### src/rtl/adder_tree_pipe_acc.sv
// Masked lane adder tree, fully registered with valid/ready flow control, followed by a
// per-packet accumulator that emits one sum and beat count per i_last-delimited packet.
module adder_tree_pipe_acc #(
  parameter int INPUTS_NUM  = 32,
  parameter int IDATA_WIDTH = 16,
  parameter int SIGNED      = 1,
  parameter int ACC_GUARD   = 8,
  parameter int CNT_WIDTH   = 16,
  localparam int STAGES_NUM = $clog2(INPUTS_NUM),
  localparam int TREE_WIDTH = IDATA_WIDTH + STAGES_NUM,
  localparam int ACC_WIDTH  = TREE_WIDTH + ACC_GUARD
) (
  input  logic                              clk,
  input  logic                              rst,
  input  logic                              i_valid,
  output logic                              i_ready,
  input  logic [INPUTS_NUM*IDATA_WIDTH-1:0] i_data,
  input  logic [INPUTS_NUM-1:0]             i_mask,
  input  logic                              i_last,
  output logic                              o_valid,
  input  logic                              o_ready,
  output logic [ACC_WIDTH-1:0]              o_data,
  output logic [CNT_WIDTH-1:0]              o_beats
);

  localparam int LEAVES = 1 << STAGES_NUM;
  localparam int NODES  = 2 * LEAVES - 1;

  logic                  advance;
  logic [TREE_WIDTH-1:0] leaf_ext [LEAVES];
  // Heap-ordered tree: node n sums children 2n+1 and 2n+2, leaves sit at LEAVES-1.., root is 0.
  logic [TREE_WIDTH-1:0] node_reg [NODES];
  logic [STAGES_NUM:0]   valid_reg;
  logic [STAGES_NUM:0]   last_reg;

  logic [ACC_WIDTH-1:0]  sum_ext;
  logic [ACC_WIDTH-1:0]  acc_reg;
  logic [ACC_WIDTH-1:0]  acc_next;
  logic [CNT_WIDTH-1:0]  cnt_reg;
  logic [CNT_WIDTH-1:0]  cnt_next;
  logic                  o_valid_reg;
  logic [ACC_WIDTH-1:0]  o_data_reg;
  logic [CNT_WIDTH-1:0]  o_beats_reg;

  assign advance = !o_valid_reg || o_ready;
  assign i_ready = advance;

  genvar gi;
  generate
    for (gi = 0; gi < LEAVES; gi++) begin : g_leaf
      if (gi < INPUTS_NUM) begin : g_lane
        logic [IDATA_WIDTH-1:0] lane_masked;
        // Select on the mask so undriven data on a disabled lane never reaches the sum.
        assign lane_masked = i_mask[gi] ? i_data[gi*IDATA_WIDTH +: IDATA_WIDTH] : '0;
        if (SIGNED != 0) begin : g_sext
          assign leaf_ext[gi] = {{STAGES_NUM{lane_masked[IDATA_WIDTH-1]}}, lane_masked};
        end else begin : g_zext
          assign leaf_ext[gi] = {{STAGES_NUM{1'b0}}, lane_masked};
        end
      end else begin : g_pad
        assign leaf_ext[gi] = '0;
      end
    end

    if (SIGNED != 0) begin : g_sum_sext
      assign sum_ext = {{ACC_GUARD{node_reg[0][TREE_WIDTH-1]}}, node_reg[0]};
    end else begin : g_sum_zext
      assign sum_ext = {{ACC_GUARD{1'b0}}, node_reg[0]};
    end
  endgenerate

  always_ff @(posedge clk) begin
    if (advance) begin
      for (int n = 0; n < LEAVES; n++) begin
        node_reg[LEAVES-1+n] <= leaf_ext[n];
      end
      for (int n = 0; n < LEAVES - 1; n++) begin
        node_reg[n] <= node_reg[2*n+1] + node_reg[2*n+2];
      end
    end
  end

  always_ff @(posedge clk) begin
    if (rst) begin
      valid_reg <= '0;
      last_reg  <= '0;
    end else if (advance) begin
      valid_reg <= {valid_reg[STAGES_NUM-1:0], i_valid};
      last_reg  <= {last_reg[STAGES_NUM-1:0], i_last};
    end
  end

  assign acc_next = acc_reg + sum_ext;
  assign cnt_next = cnt_reg + CNT_WIDTH'(1);

  always_ff @(posedge clk) begin
    if (rst) begin
      acc_reg     <= '0;
      cnt_reg     <= '0;
      o_valid_reg <= 1'b0;
      o_data_reg  <= '0;
      o_beats_reg <= '0;
    end else if (advance) begin
      o_valid_reg <= 1'b0;
      if (valid_reg[STAGES_NUM]) begin
        if (last_reg[STAGES_NUM]) begin
          o_data_reg  <= acc_next;
          o_beats_reg <= cnt_next;
          o_valid_reg <= 1'b1;
          acc_reg     <= '0;
          cnt_reg     <= '0;
        end else begin
          acc_reg <= acc_next;
          cnt_reg <= cnt_next;
        end
      end
    end
  end

  assign o_valid = o_valid_reg;
  assign o_data  = o_data_reg;
  assign o_beats = o_beats_reg;

endmodule
### config.mk
export PLATFORM = sky130hd
export DESIGN_NAME = adder_tree_pipe_acc
export DESIGN_NICKNAME = d
export VERILOG_FILES = /design/src/rtl/adder_tree_pipe_acc.sv
export SDC_FILE = /design/constraint.sdc
export NUM_CORES = 2
export LEC_CHECK = 0
export CAP_MARGIN = 20
export CORE_MARGIN = 5
export CORE_UTILIZATION = 40
export CTS_BUF_LIST = sky130_fd_sc_hd__clkbuf_16
export DETAILED_ROUTE_END_ITERATION = 8
export DONT_BUFFER_PORTS = 1
export PLACE_DENSITY = 0.63
export SETUP_SLACK_MARGIN = 0.2
export SLEW_MARGIN = 40
export SYNTH_ARGS = -nofsm -noshare
export SYNTH_HDL_FRONTEND = slang
export SYNTH_SLANG_ARGS = --single-unit
### constraint.sdc
create_clock -name clk -period 102.2 [get_ports clk]
set_input_delay 5.11 -clock clk [delete_from_list [all_inputs] [get_ports clk]]
set_output_delay 5.11 -clock clk [all_outputs]
set_load 0.01 [all_outputs]
---- Word-level counts from Yosys, hierarchy flattened ----
Memories as Yosys holds them, arrays and structs flattened.
Cells that the tools add are included.
word-level totals
  bits in writable memories ............... 1323
  register bits after elaboration ......... 103
  memories ................................ 1
  word-level logic and storage cells ...... 83
  input port bits ......................... 549
operators by class
  reductions and logical operators ........ 4
  add/sub/neg operators ................... 33
  muxes and demuxes ....................... 38
memories
  memory    depth  width  rd ports  clocked after Yosys merged registers in  wr ports  line  source
  node_reg  63     21     63        0                                        63        32    logic [TREE_WIDTH-1:0] node_reg [NODES];
operator list
  operator                 count
  $add A21 B21 Y21         31
  $mux W16                 33
  $add A29 B29 Y29         1
  $mux W29                 1
  $add A16 B1 Y16 const B  1
  $mux W1                  4
  $reduce_and A3 Y1        1
  $reduce_and A2 Y1        1
  $logic_not A1 Y1         1
  $logic_or A1 B1 Y1       1

---- Longest topological paths before layout ----
  word-level depth ........................ 4
  depth in mapped cells ................... 12
  gate-level depth less buffers ........... 12

---- Worst setup path before layout ----
No wires, ideal clock.
  path type ............................... input to output
  start point ............................. in o_ready
  end point ............................... out i_ready
  data required time ...................... 97090 ps
  cell stages on the path ................. 3
  slack ................................... 60286 ps
  arrival time ............................ 36804 ps
  path through ............................ nor2b_1 inv_1 clkbuf_1
between the ends
  word-level cells in the longest chain between the ends .. 1
RTL lines
  item                line  source
  start: declaration  21    input logic o_ready,
  $logic_or A1 B1 Y1  45    assign advance = !o_valid_reg || o_ready;
  end: declaration    16    output logic i_ready,
No other way between the ends.

---- Worst setup path in the final report ----
Same ends and word-level chain as after synthesis.

==> out/qor.yml <==
area_growth_pct: 11.1
startpoint_type: "input pin"
stdcell_count: 8100
die_h_um: 422
grt_max_degree: 108
cts_tree: "yes"
power_density_nw_per_um2: 25.4
post-dp-hpwl_um: 111000
largest_register_ffs: 1163
finalHoldViolCount: 0
busiest_layer: "met2"
syn_avg_cell_area_um2: 12.0
globalRouteMet2Util_pct: 26.1
dieWidth_um: 422
rsz0062_at_grt: "false"
fin_skew_ns: 0.0236
layout_common_cells: "edfxtp_1, ha_1, and2_1"
die_area_um2: 178000
use_met1_pct: 20.9
maxCapViolCount: 0
crit-reg2reg-launch: "o_valid"
slowest_stage: "nor2b_2"
path_buf_inv: 1
via_per_inst: 5.22
holdCritStartpoint: "valid_reg[1]"
drt_iter0_drc: 2411
postCtsSetupRepairBufs: 0
drv_slew: 0
ys_types: 78
grt_usage_pct: 15.9
synth_top_cell_area_share_pct: 51.4
synth_ff_type: "edfxtp_1"
drc: 0
rows: 151
finalCriticalPeriod_ns: 11.14
worstRegToRegCells: 6
worstReg2RegEnd: "node_reg[1][92]"
setup_tns_ns: 0
post_drt_wl_per_cell_um: 18.1
crit_family: "simple AND/OR/NAND/NOR gates"
worst_setup_path_end_kind: "output port"
worstPathMaxFanout: 86
cts-root-buf: "clkbuf_16"
reg2reg_slack_ns: 98.02
outcome: "finished clean"
numCtsBuffers: 145
antenna_found_initial: 17
slew_headroom_pct: 43.9
final_common_cell: "edfxtp_1"
power.total_uw: 1920
clk_pin_slew_worst_paths_ns: 0.06
hold_path_end: "valid_reg[1]"
placed_cells: 7829
ir_worst_vdd_mv: 0.0160
synthCells: 5670
slowest_delay_ns: 0.49
overflow: 0
critPathArrivalTime_ns: 6.02
num_io_pins: 596
cts_hold_buffers: 0
fmax_mhz: 89.8
crit_chain: "nor2b_2 -> inv_8"
place_congestion: 0.847
drt-total-wl_um: 147000
setup_viol: 0
clkSinkCount: 1266
critical_path_class: "input pin to output port"
drt_first_pass_iters: 5
grt_pass1_vias: 42000
ys_seq_area_share_pct: 54.4
p_leak_uw: 0.0311
drive_gt1_share_pct: 5.67
worst_pin_slew_ns: 0.831
cp.required_ns: 97.09
syn_nets: 6836
ys_seq_elements: 1266
synthArstFlopShare_pct: 0
synth_area_leaders: "edfxtp_1, ha_1, xnor2_1, and2_1, a21oi_1"
yosysWarningCount: 0
ant_nets: 0
yosysTopAreaCell: "edfxtp_1"
finalCritPeriodShare_pct: 10.9
hold_depth: 2
clock_latency_ns: 0.78
coreArea_um2: 169000
grt_pass1_wl_um: 226000
use_met3_pct: 3.59
hp-class: "flip-flop to flip-flop"
cts.repair.resized: 0
htreeDepth: 4
nets: 6924
num_vias: 42300
clock_path_buffers: 3
synth_edf_count: 1163
syn-cell-area_um2: 67900
initial_core_util_pct: 40.2
port_buffers: 0
## synthesized netlist by cell type (all sizes together), types with 14 or more instances
| master | number |
|---|---|
| o311ai | 14 |
| o31ai | 14 |
| a31o | 15 |
| ha | 585 |
| inv | 137 |
| nand3b | 20 |
| xnor2 | 385 |
| o21bai | 62 |
| fa | 32 |
| xor2 | 114 |
| nand4 | 16 |
| and2 | 522 |
| nor2b | 75 |
| nor3 | 111 |
| and3 | 59 |
| edfxtp | 1163 |
| o41ai | 25 |
| a31oi | 27 |
| a21o | 148 |
| nand2 | 273 |
| a21oi | 425 |
| or3 | 52 |
| a22oi | 30 |
| nor2 | 402 |
| o21ai | 273 |
| dfxtp | 103 |
| o211ai | 20 |
| clkbuf | 70 |
| nand3 | 98 |
| o21a | 87 |
| a211oi | 99 |
| nand2b | 94 |
## cells by family after synthesis
group / after synthesis / share of synthesized area [%]
flip-flops: 1266 / 54.4
adder cells (fa/ha/maj): 617 / 11.7
XOR/XNOR: 499 / 6.44
AO/OA/AOI/OAI: 1303 / 12.6
buffers and inverters: 213 / 1.18
AND/OR/NAND/NOR: 1772 / 13.6
## worst max-delay path by stage
stage / start / endpoint / depth (start not counted)
2_1_floorplan: o_ready / i_ready / 3
3_3_place_gp: o_ready / i_ready / 2
3_5_place_dp: o_ready / i_ready / 2
4_1_cts: o_ready / i_ready / 2
5_1_grt: o_ready / i_ready / 2
6_report: o_ready / i_ready / 2
## power breakdown
| part | leakage (µW) | switching (µW) | internal, µW |
|---|---|---|---|
| logic | 0.0148 | 351 | 275 |
| clock network | 0.00245 | 213 | 312 |
| registers | 0.0138 | 56.3 | 712 |
## layout make-up
cell class              instances  area (µm²)
flip-flops and latches       1266       37000
repair buffers                 17         175
well taps                    2218        2780
clock inverters               111        1070
clock buffers                 151        3780
inverters                     137         522
diodes                          9        22.5
fillers                     15200       93600
multi-input cells            4191       30200
## layer usage
| layer | up-vias | part of all wire (%) | wire length (µm) |
|---|---|---|---|
| met5 | - | 0.059 | 86 |
| met4 | 12 | 3.3 | 4860 |
| met3 | 229 | 5.2 | 7580 |
| met2 | 832 | 47 | 68500 |
| met1 | 20100 | 45 | 65700 |
| li1 | 21200 | - | - |
## through the flow
stage | hold slack (ns) | area, µm² | utilization, % | setup slack (ns)
global placement | 0.436 | 70600 | 41.7 | 90.67
CTS | 0.448 | 75500 | 44.6 | 91.06
global route | 0.467 | 75500 | 44.6 | 90.93
floorplan | 0.432 | 67900 | - | 60.29
detailed placement | 0.439 | 70600 | 41.8 | 91.05
finish | 0.450 | 75500 | 44.6 | 91.07
No activity file was read; power rests on OpenSTA's default activity.
